===== src/rtl/csr_priv_arbiter_if.sv =====
// Request/response bundle between two CSR requesters and csr_priv_arbiter.
// Index [g] of each request field belongs to requester g; the read data and
// exception flag are shared and qualified by the per-requester rsp_valid bit.
interface csr_priv_arbiter_if #(
    parameter int DATA_W = 32
);
    logic [1:0]             req_valid;
    logic [1:0]             req_ready;
    logic [1:0]             req_write;
    logic [1:0][1:0]        req_priv;
    logic [1:0][11:0]       req_addr;
    logic [1:0][DATA_W-1:0] req_wdata;
    logic [1:0]             rsp_valid;
    logic [DATA_W-1:0]      rsp_rdata;
    logic                   rsp_except;

    // Requester side: drives requests, consumes handshake and responses.
    modport master (
        output req_valid, req_write, req_priv, req_addr, req_wdata,
        input  req_ready, rsp_valid, rsp_rdata, rsp_except
    );

    // Arbiter side: consumes requests, drives handshake and responses.
    modport slave (
        input  req_valid, req_write, req_priv, req_addr, req_wdata,
        output req_ready, rsp_valid, rsp_rdata, rsp_except
    );
endinterface


===== src/rtl/csr_priv_arbiter.sv =====
// Two-port round-robin arbiter in front of a small CSR bank. Each granted
// access is decoded and privilege-checked before it may touch the bank;
// denied accesses return an exception and privilege violations are counted.
// One access takes three cycles: IDLE (handshake) -> CHECK -> RESP.
module csr_priv_arbiter #(
    parameter int               DATA_W    = 32,
    parameter int               NREGS     = 8,
    parameter logic [11:0]      BASE_ADDR = 12'h060,
    parameter logic [NREGS-1:0] PROT_MASK = 8'b0000_0110
) (
    input  logic              clk,
    input  logic              rst,
    csr_priv_arbiter_if.slave bus,
    output logic [7:0]        viol_count
);
    localparam int         IDX_W     = (NREGS > 1) ? $clog2(NREGS) : 1;
    localparam logic [9:0] NREGS_W   = 10'(NREGS);
    localparam logic [9:0] BASE_WORD = BASE_ADDR[11:2];

    typedef enum logic [1:0] {
        IDLE  = 2'd0,
        CHECK = 2'd1,
        RESP  = 2'd2
    } state_t;

    state_t state, state_next;

    logic              last_grant;
    logic              winner;
    logic              handshake;

    logic              cap_g;
    logic              cap_write;
    logic [1:0]        cap_priv;
    logic [11:0]       cap_addr;
    logic [DATA_W-1:0] cap_wdata;

    logic [DATA_W-1:0] bank [NREGS];
    logic [DATA_W-1:0] rdata_q;
    logic              except_q;

    logic [9:0]        word_off;
    logic [IDX_W-1:0]  idx;
    logic              decode_err;
    logic              priv_err;
    logic              except;

    // Pick the requester to grant: a lone requester wins, a tie goes to the
    // one that was not granted last.
    always_comb begin
        winner = 1'b0;
        if (bus.req_valid == 2'b11) begin
            winner = ~last_grant;
        end else if (bus.req_valid[1]) begin
            winner = 1'b1;
        end
    end

    // Next-state logic and the combinational ready handshake (IDLE only).
    always_comb begin
        // NOTE: every output of this block is given a default before the case,
        // so no path leaves one unassigned and no latch is inferred.
        state_next    = state;
        handshake     = 1'b0;
        bus.req_ready = 2'b00;
        case (state)
            IDLE: begin
                if (|bus.req_valid) begin
                    handshake     = 1'b1;
                    bus.req_ready = winner ? 2'b10 : 2'b01;
                    state_next    = CHECK;
                end
            end
            CHECK:   state_next = RESP;
            RESP:    state_next = IDLE;
            default: state_next = IDLE;
        endcase
    end

    // Decode and privilege check of the captured request.
    always_comb begin
        word_off   = cap_addr[11:2] - BASE_WORD;
        idx        = word_off[IDX_W-1:0];
        decode_err = (cap_addr[1:0] != 2'b00) || (cap_addr < BASE_ADDR) ||
                     (word_off >= NREGS_W);
        // Full 2-bit equality: a privilege of 2'b10 or 2'b01 is not machine.
        priv_err   = !decode_err && PROT_MASK[idx] && (cap_priv != 2'b11);
        except     = decode_err || priv_err;
    end

    // Response strobe goes only to the requester that owns the access.
    always_comb begin
        bus.rsp_valid  = 2'b00;
        if (state == RESP) begin
            bus.rsp_valid = cap_g ? 2'b10 : 2'b01;
        end
        bus.rsp_rdata  = rdata_q;
        bus.rsp_except = except_q;
    end

    // State register, round-robin pointer and request capture on handshake.
    always_ff @(posedge clk or posedge rst) begin
        // NOTE: sequential state uses non-blocking assignments so every
        // register in the design updates from the same pre-edge values.
        if (rst) begin
            state      <= IDLE;
            last_grant <= 1'b1;
            cap_g      <= 1'b0;
            cap_write  <= 1'b0;
            cap_priv   <= 2'b00;
            cap_addr   <= '0;
            cap_wdata  <= '0;
        end else begin
            state <= state_next;
            if (handshake) begin
                cap_g      <= winner;
                last_grant <= winner;
                cap_write  <= bus.req_write[winner];
                cap_priv   <= bus.req_priv[winner];
                cap_addr   <= bus.req_addr[winner];
                cap_wdata  <= bus.req_wdata[winner];
            end
        end
    end

    // CSR bank: only an allowed write leaving CHECK updates it.
    always_ff @(posedge clk or posedge rst) begin
        // NOTE: the bank is a flop array with an explicit reset because every
        // register must read 0 after reset; it is not a plain RAM.
        if (rst) begin
            for (int i = 0; i < NREGS; i++) begin
                bank[i] <= '0;
            end
        end else if (state == CHECK && cap_write && !except) begin
            bank[idx] <= cap_wdata;
        end
    end

    // Response data, exception flag and saturating violation counter.
    always_ff @(posedge clk or posedge rst) begin
        if (rst) begin
            rdata_q    <= '0;
            except_q   <= 1'b0;
            viol_count <= 8'h00;
        end else if (state == CHECK) begin
            rdata_q  <= (!cap_write && !except) ? bank[idx] : '0;
            except_q <= except;
            if (priv_err && viol_count != 8'hFF) begin
                viol_count <= viol_count + 8'd1;
            end
        end
    end
endmodule


===== src/flat_wrapper.sv =====
// flat-port wrapper written by rule: the top's interface ports become plain ports
module csr_priv_arbiter_flat 
#(
    parameter int               DATA_W    = 32,
    parameter int               NREGS     = 8,
    parameter logic [11:0]      BASE_ADDR = 12'h060,
    parameter logic [NREGS-1:0] PROT_MASK = 8'b0000_0110
)
  (clk, rst, viol_count, bus_req_valid, bus_req_write, bus_req_priv, bus_req_addr, bus_req_wdata, bus_req_ready, bus_rsp_valid, bus_rsp_rdata, bus_rsp_except);
  csr_priv_arbiter_if #(.DATA_W(DATA_W)) bus_i ();
  input  logic clk;
  input  logic rst;
  output logic [7:0] viol_count;
  input wire logic [$bits(bus_i.req_valid)-1:0] bus_req_valid;
  input wire logic [$bits(bus_i.req_write)-1:0] bus_req_write;
  input wire logic [$bits(bus_i.req_priv)-1:0] bus_req_priv;
  input wire logic [$bits(bus_i.req_addr)-1:0] bus_req_addr;
  input wire logic [$bits(bus_i.req_wdata)-1:0] bus_req_wdata;
  output wire logic [$bits(bus_i.req_ready)-1:0] bus_req_ready;
  output wire logic [$bits(bus_i.rsp_valid)-1:0] bus_rsp_valid;
  output wire logic [$bits(bus_i.rsp_rdata)-1:0] bus_rsp_rdata;
  output wire logic [$bits(bus_i.rsp_except)-1:0] bus_rsp_except;
  assign bus_i.req_valid = bus_req_valid;
  assign bus_i.req_write = bus_req_write;
  assign bus_i.req_priv = bus_req_priv;
  assign bus_i.req_addr = bus_req_addr;
  assign bus_i.req_wdata = bus_req_wdata;
  assign bus_req_ready = bus_i.req_ready;
  assign bus_rsp_valid = bus_i.rsp_valid;
  assign bus_rsp_rdata = bus_i.rsp_rdata;
  assign bus_rsp_except = bus_i.rsp_except;
  csr_priv_arbiter #(.DATA_W(DATA_W), .NREGS(NREGS), .BASE_ADDR(BASE_ADDR), .PROT_MASK(PROT_MASK)) u_core (.clk(clk), .rst(rst), .bus(bus_i), .viol_count(viol_count));
endmodule

===== config.mk =====
export PLATFORM = sky130hd
export DESIGN_NAME = csr_priv_arbiter_flat
export DESIGN_NICKNAME = d
export VERILOG_FILES = /design/src/rtl/csr_priv_arbiter_if.sv /design/src/rtl/csr_priv_arbiter.sv /design/src/flat_wrapper.sv
export SDC_FILE = /design/constraint.sdc
export NUM_CORES = 1
export LEC_CHECK = 0
export CAP_MARGIN = 0
export CORE_ASPECT_RATIO = 0.5
export CORE_MARGIN = 2
export CORE_UTILIZATION = 37
export DETAILED_ROUTE_END_ITERATION = 7
export PLACE_DENSITY_LB_ADDON = 0.08
export SLEW_MARGIN = 5
export SYNTH_ARGS = -nofsm -noshare
export SYNTH_HDL_FRONTEND = slang
export SYNTH_SLANG_ARGS = --single-unit

===== constraint.sdc =====
create_clock -name clk -period 11.81 [get_ports clk]
set_input_delay 1.181 -clock clk [delete_from_list [all_inputs] [get_ports clk]]
set_output_delay 1.181 -clock clk [all_outputs]
set_load 0.02 [all_outputs]

**Word level (Yosys, flattened, before mapping)**

Memories as Yosys holds them, arrays and structs flattened.
Index checks and enable logic that the tools add are counted.

- Input port bits: 98
- Output and inout port bits: 45
- Memories: 1
- Bits in registers: 348
- ROM bits: 8
- Word-level logic and storage cells: 79

- Bitwise operators: 2
- Reductions and logical operators: 17
- Order comparisons: 6
- Eq/ne operators: 6
- Add/subtract/negate cells: 2
- Muxes and demuxes: 27

Memory list:

| name | depth | bits a word | read ports | clocked after Yosys merged registers in | write ports | RTL line | source |
|---|---|---|---|---|---|---|---|
| (name not given) | 8 | 1 | 1 | 0 | 0 | csr_priv_arbiter.sv:87 | `priv_err = !decode_err && PROT_MASK[idx] && (cap_priv != 2'b11);` |

Operators with widths:

| kind | number |
|---|---|
| $bwmux 256 | 1 |
| $mux 32 | 6 |
| $bmux 32 s3 | 1 |
| $demux 32 s3 | 1 |
| $mux 12 | 2 |
| $mux 2 | 8 |
| $lt 12x7->1 const B | 1 |
| $ge 10x4->1 const B | 1 |
| $sub 10x5->10 const B | 1 |
| $add 8x1->8 const B | 1 |
| $ne 8x8->1 const B | 1 |
| $logic_and 1x1->1 | 7 |
| $mux 1 | 7 |
| $eq 2x2->1 const B | 2 |
| $ge 4x4->1 const B | 1 |
| $lt 3x4->1 const B | 1 |
| $lt 4x1->1 const B | 1 |
| $not 3->4 | 1 |
| $pmux 2 s2 | 1 |
| $logic_not 1->1 | 3 |
| $logic_or 1x1->1 | 3 |
| $eq 2x1->1 const B | 1 |
| $logic_not 2->1 | 1 |
| $lt 1x2->1 const B | 1 |
| 6 further kinds | 6 |

**Depth between registers and ports, before layout**

Gate-level depths: netlist of the first run.

- Depth after elaboration: 10
- Gate-level depth with buffers: 9
- Mapped depth without buffers: 7

**Worst setup path before layout of the first run**

No wires, ideal clock.

- Kind: input port to output port
- From: input port bus_req_valid[1]
- To: output port bus_req_ready[0]
- Required time: 10629 ps
- Data arrival time: 2533 ps
- Path buffers: 2
- Stages on the path: 4
- Path slack: 8096 ps
- Cells stage by stage: a21boi_1 > buf_1 > clkbuf_1 > nor2_1

- Word-level cells in the longest chain between the ends: 5
- Elaborated cells between the ends (all ways): 7
- Those cells by class: eq/ne: 1; mux: 5; reduce/logical: 1

RTL lines:

| element | RTL line | source |
|---|---|---|
| from (decl) | flat_wrapper.sv:14 | `input wire logic [$bits(bus_i.req_valid)-1:0] bus_req_valid;` |
| $eq 2x2->1 / $mux 1 (equally long branches) | csr_priv_arbiter.sv:52, csr_priv_arbiter.sv:54 |  |
| $mux 1 | csr_priv_arbiter.sv:52 | `if (bus.req_valid == 2'b11) begin` |
| $mux 2 | csr_priv_arbiter.sv:70 | `bus.req_ready = winner ? 2'b10 : 2'b01;` |
| $mux 2 * | csr_priv_arbiter.sv:68 | `if (\|bus.req_valid) begin` |
| $mux 2 * | csr_priv_arbiter.sv:66 | `case (state)` |
| to (decl) | flat_wrapper.sv:19 | `output wire logic [$bits(bus_i.req_ready)-1:0] bus_req_ready;` |

Mark *: on every way between the ends. The rest lies on a longest branch, timed or not.

**Worst setup path in the final report of the first run**

- From: input port bus_req_valid[1]
- To: output port bus_req_ready[1]

The elaborated chain is that of the path after synthesis.

==> out/metrics.yaml, run 1 <==
synthesis:
  syn_area_per_cell_sq_um: 13.43
  ys_ff_latch: 348
  yosysTopAreaCell: "dfrtp_1"
  syn_nets: 1253
  async_reset_ff_share_pct: 100.0
  synth-edff-count: 0
  dominantRegCellSynth: "dfrtp_1"
  synth_cell_type_count: 50
  yosysWarnings: 0
  synth_area_sq_um: 15470
  ys_seq_area_share_pct: 56.28
  synth_top_area_share_pct: 56.11
  yosys-top-cells-area: "dfrtp_1 (56%), mux2_2 (17%), mux2i_1 (4.5%)"
  netlist_instances: 1152
worst_setup_path:
  arrival_ps: 3570
  cp.required_ps: 10630
  crit_path_start_kind: "input port"
  path_class: "input port to output port"
  critPathMaxFanout: 49
  end_kind: "output port"
final_layout:
  diodes: 0
  fin_nets: 1372
  fill_cells: 3688
  drive_above_1_share_pct: 29.48
  stdcell_count: 1836
  area_growth_pct: 20.58
clocking:
  cts.sinks: 348
  ctsResizeCount: 0
  clkSlewWorstSetupHoldPaths_ps: 60
  hold_buffers: 0
  cts_buffers: 35
  root_buffer: "clkbuf_16"
  cts.htree.levels: 2
  post_cts_buffers: 0
  cts_buffer_depth: 3
  clk_latency_ps: 530
  cts_tree: "yes"
global_routing:
  grt_max_degree: 172
  grt_overflow: 0
  grt_pass1_vias: 10284
  grt_usage_pct: 18.44
  grt_pass1_wl_um: 61810
  antenna_found_initial: 2
sta:
  clock_skew_ps: 14.51
  timing.hold.ws_ps: 483.7
  fin_ws_ps: 7058
  fin_crit_sh_pct: 40.24
  timing.final.hold_violations: 0
  rsz0062_at_grt: "no"
  max_clock_freq_ghz: 0.2104
  tightest_slew_ps: 1187
  fin_setup_tns_ps: 0
  slew_headroom_pct: 20.86
  slew_violations: 0
  setup_viol: 0
  finalCriticalPeriod_ps: 4752
placement:
  placedCellCount: 1774
  place_ws_ps: 7033
  hpwl_um: 22280
  gp_congestion: 0.7167
  portBuffers: 142
power_and_ir_drop:
  max-vdd-ir-drop_mv: 0.1024
  p_leak_nw: 8.857
  powerDensity_nw_per_um2: 187.4
floorplan:
  die_area_sq_um: 43580
  initial_core_util_pct: 37.87
  core_sq_um: 40860
  die_h_um: 148.6
  io_pins: 143
  die_x_um: 293.2
  rows: 52
route:
  wire_per_inst_um: 21.41
  vias: 9706
  vias_per_cell: 5.286
  first_pass_iters: 4
  wl_um: 39320
  postRouteAntennaNets: 0
  drcViolationCount: 0
  drtIter0Drc: 589
run:
  drv_cap: 0
outcome:
  status: "completed"
hold_path:
  worstHoldPathType: "flip-flop to flip-flop"
==> metal layers <==
| metal | global-route usage (%) | part of all wire (%) | up-vias | routed length [um] |
|---|---|---|---|---|
| li1 | - | - | 4449 | - |
| met1 | 26.63 | 49 | 5090 | 19410 |
| met2 | 29.66 | 46 | 124 | 18170 |
| met3 | 2.869 | 3.0 | 43 | 1186 |
| met4 | 3.699 | 1.4 | 0 | 548 |
| met5 | 0 | 0 | - | 0 |
==> final cells by class <==
cell class / instances / area (sq um) / share of cell area, %
Tap cell: 540 / 675.6 / 3.621
Sequential cell: 348 / 8718 / 46.72
Inverter: 6 / 30.03 / 0.1609
Clock buffer: 53 / 1096 / 5.874
Multi-Input combinational cell: 720 / 6466 / 34.65
Timing Repair Buffer: 160 / 1569 / 8.409
Clock inverter: 9 / 103.9 / 0.5566
==> critical path, stage by stage <==
cell             delay [ps]
clkdlybuf4s50_1         540
a21boi_4                180
buf_4                   750
and2_1                  290
clkdlybuf4s50_1         620
==> stage by stage <==
step                utilization, %  cell area (sq um)  total power [mW]
floorplan                        -              15470             2.004
global placement             42.73              17460             2.347
detailed placement           42.73              17460             2.365
CTS                          45.67              18660             3.549
global route                 45.67              18660             3.700
finish                       45.67              18660             3.497
==> registers in the layout, summed over array words and instances (netlist names) <==
signal,flops
u_core.last_grant,1
u_core.bus.rsp_rdata,32
u_core.bus.rsp_except,1
u_core.cap_priv,2
u_core.cap_g,1
u_core.cap_wdata,32
u_core.cap_write,1
u_core.bank,256
u_core.viol_count,8
u_core.state,2
u_core.cap_addr,12
==> placed cells by master (no fill, tap or decap), types with 11 or more instances in the layout <==
cell | Yosys | final
buf_4 | 0 | 17
clkbuf_16 | 0 | 37
clkbuf_8 | 0 | 11
clkdlybuf4s50_1 | 0 | 142
dfrtp_1 | 347 | 344
mux2_2 | 236 | 236
mux2_4 | 30 | 30
mux2i_1 | 70 | 70
mux4_2 | 26 | 26
nand2_1 | 98 | 98
nor2_1 | 12 | 12
o21ai_0 | 94 | 94
o221ai_1 | 18 | 18
o22ai_1 | 24 | 24
==> final timing paths <==
check	from	to	slack (ps)	cells after the start
setup / recovery	bus_req_valid[1]	bus_req_ready[1]	7060	5
max in group asynchronous	rst	u_core.cap_addr[2]	9050	3
hold reg to reg	u_core.bank[15]	u_core.bank[15]	480	1
hold / removal	u_core.bank[15]	u_core.bank[15]	480	1
setup reg to reg	u_core.state[1]	u_core.bank[165]	7480	7
min in group asynchronous	rst	u_core.bus.rsp_rdata[21]	1160	2
==> kinds of logic (layout without fill, tap and decap cells) <==
kind of cell    after synthesis  after routing  share of synthesized area, %
mux                         367            367                         28.76
flops                       348            348                         56.28
compound gates              175            175                         6.840
simple gates                166            166                         5.094
buf+inv                      84            228                         2.272
xor+xnor                      9              9                        0.5094
fa+ha+maj                     3              3                        0.2426
==> synthesized netlist by cell type (all sizes together) (4+ instances only) <==
library cell	number
o31ai	4
a22oi	4
o22ai	24
mux4	26
buf	28
nand4	4
o211ai	7
inv	6
mux2	271
a211oi	5
xor2	8
o221ai	18
nor3	8
nand2	98
dfrtp	347
nor2b	10
o21ai	95
nor4	5
clkbuf	50
mux2i	70
nor3b	5
a21oi	7
nor2	12
nand2b	6
==> power by group <==
group	total (mW)	internal [mW]	switching [mW]
logic	0.820	0.312	0.508
clock network	1.17	0.687	0.486
registers	1.50	1.29	0.210
Power figures use the tool's default switching activity.
==> run 2: changes to the inputs <==
clock period = 4.7 ns   (was 11.81 ns; I/O delays follow)
==> run 2 against run 1 <==
Against the previous run:
- sequential share of layout area fell by 0.050 points
- sequential power is 150% higher
- hold slack got worse by 6.1 ps
- critical path depth increased by 4
- register-to-register slack worse by 6300 ps
- non-clock buffer count rose by 10
- combinational power grew to 2.6 times the previous value
==> out/metrics.yaml, run 2 (same netlist as run 1, synthesis figures left out) <==
power_and_ir_drop:
  p_clk_share_pct: 32.5  # -1.0 points
  powerDensity_nw_per_um2: 464.7  # +150%
  pwr-share-comb_pct: 24.3  # +0.9 points
  max-vdd-ir-drop_mv: 0.3191  # +210%
  power.total_mw: 8.680  # +150%
  internal-power_mw: 5.699  # +150%
  power_switching_mw: 2.980  # +150%
  switching_share_pct: 34.34  # -0.090 points
  p_leak_nw: 8.865  # about the same
  seqPwrFrac_pct: 43.2  # +0.2 points
placement:
  placedCellCount: 1784  # +0.56%
  portBuffers: 142  # unchanged
  place_ws_ps: 1171  # -5862 ps
  gp_congestion: 0.7490  # +4.5%
  hpwl_um: 22950  # +3.0%
  placed_cell_area_sq_um: 17540  # +0.48%
clocking:
  cts.sinks: 348  # unchanged
  root_buffer: "clkbuf_16"
  ctsResizeCount: 0  # unchanged
  clkSlewWorstSetupHoldPaths_ps: 60  # about the same
  cts_buffer_depth: 3  # unchanged
  cts.htree.levels: 2  # unchanged
  cts_tree: "yes"
  clk_latency_ps: 530  # about the same
  cts_buffers: 34  # -2.9%
  hold_buffers: 0  # unchanged
  post_cts_buffers: 0  # unchanged
route:
  drtIter0Drc: 495  # -16%
  first_pass_iters: 6  # +2
  vias_per_cell: 5.302  # +0.30%
  vias: 9788  # +0.84%
  wire_per_inst_um: 21.14  # -1.3%
  drcViolationCount: 0  # unchanged
  postRouteAntennaNets: 0  # unchanged
  wl_um: 39020  # -0.75%
global_routing:
  use_met2_pct: 29.17  # -0.49 points
  grt.met1_usage_pct: 26.44  # -0.19 points
  grt_pass1_wl_um: 61550  # -0.41%
  antenna_found_initial: 1  # -1
  grt_usage_pct: 18.37  # -0.072 points
  grt_pass1_vias: 10405  # +1.2%
  grt_max_degree: 163  # -5.2%
  grt_overflow: 0  # unchanged
  grt-busiest-layer: "met2"
  grtUsageMet3_pct: 2.854  # -0.015 points
final_layout:
  regMostFlops: "u_core.bank"
  final_cell_mix: "dfrtp_1 (344), mux2_2 (236), clkdlybuf4s50_1 (142)"
  largest_reg_flops: 256  # unchanged
  final_common_cell: "dfrtp_1"
  fin_nets: 1381  # +0.66%
  drive_above_1_share_pct: 29.43  # -0.050 points
  utilization_pct: 45.72  # +0.049 points
  stdcell_count: 1846  # +0.54%
  final_cell_area_sq_um: 18680  # +0.11%
  area_growth_pct: 20.71
sta:
  fin_crit_sh_pct: 74.85
  fin_ws_ps: 1182  # -5876 ps
  setup_viol: 0  # unchanged
  clock_skew_ps: 9.827  # -4.680 ps
  slew_headroom_pct: 16.25  # -4.6 points
  timing.final.hold_violations: 0  # unchanged
  finalCriticalPeriod_ps: 3518
  max_clock_freq_ghz: 0.2843
  tightest_slew_ps: 1256  # +69.09 ps
  rsz0062_at_grt: "no"
  slew_violations: 0  # unchanged
floorplan:
  io_pins: 143  # unchanged
  core_sq_um: 40860  # unchanged
  initial_core_util_pct: 37.87  # unchanged
  die_x_um: 293.2  # unchanged
  die_h_um: 148.6  # unchanged
  die_area_sq_um: 43580  # unchanged
  rows: 52  # unchanged
worst_setup_path:
  cp.required_ps: 5110  # -5520 ps
  critPathMaxFanout: 32  # -35%
  cp_cell_sequence: "inv_1, ha_1, nor4b_1, or4_1, or4_1, buf_4, nor3_4, buf_4, mux2_2"
  crit_path_start_kind: "flip-flop"
  slowest_stage: "or4_1"
  cpPeakStageDelay_ps: 670  # -80 ps
  end_kind: "flip-flop"
  path_class: "flip-flop to flip-flop"
  arrival_ps: 3930  # +360 ps
hold_path:
  worstHoldPathType: "flip-flop to flip-flop"
run:
  drv_cap: 0  # unchanged
outcome:
  status: "completed"
-- run 2: changes by cell type in the layout (fill, tap and decap cells not counted), sizes merged --
cell,before,now
clkbuf,53,55
buf,18,28
clkinv,5,4
diode,0,1
inv,7,5
-- run 2: power groups by stage --
| stage | Sequential (mW) | Clock [mW] | Combinational, mW |
|---|---|---|---|
| 5_1_grt | 3.82 | 3.04 | 2.33 |
| 3_3_place_gp | 3.79 | 0 | 2.13 |
| 3_5_place_dp | 3.81 | 0 | 2.15 |
| 4_1_cts | 3.75 | 2.90 | 2.16 |
| 6_report | 3.75 | 2.82 | 2.11 |
| 2_1_floorplan | 3.56 | 0 | 1.47 |
-- run 2: cell type report --
class,instances,area [sq um]
clock buffer,55,1054
timing repair buffer,170,1657
sequential,348,8718
multi-input combinational,720,6466
inverter,6,26.28
fill,3727,22180
clock inverter,6,80.08
tap,540,675.6
antenna,1,2.502
-- run 2: critical path, delay by kind of cell (launching register included) --
family                   cells  cell delay, ps
AND/OR/NAND/NOR              4            1490
buffers and inverters        3             870
flip-flops                   1             420
multiplexers                 1             410
adder cells (fa/ha/maj)      1             190
-- run 2: worst paths after layout --
| path | startpoint | end | slack, ps | depth (start not counted) |
|---|---|---|---|---|
| worst max register to register | u_core.cap_addr[5] | u_core.bank[22] | 1180 | 9 |
| min in group asynchronous | rst | u_core.bank[248] | 490 | 3 |
| worst min register to register | u_core.bus.rsp_rdata[19] | u_core.bus.rsp_rdata[19] | 480 | 2 |
| max in group asynchronous | rst | u_core.cap_addr[2] | 3360 | 3 |
| worst min-delay path | u_core.bus.rsp_rdata[19] | u_core.bus.rsp_rdata[19] | 480 | 2 |
| worst max-delay path | u_core.cap_addr[5] | u_core.bank[22] | 1180 | 9 |
-- run 2: routing by layer --
layer | vias to the layer above | share of wire (%) | wire, um
met5 | - | 0 | 0
met4 | 0 | 2.1 | 827
met3 | 53 | 3.3 | 1303
met2 | 134 | 46 | 17870
met1 | 5137 | 49 | 19020
li1 | 4464 | - | -
-- run 2: stage by stage --
stage	setup TNS (ps)	hold WS (ps)
after global placement	0	463.3
after CTS	0	485.4
after global routing	0	496.7
final	0	477.6
after floorplan	-148380	450.1
after detailed placement	0	471.4
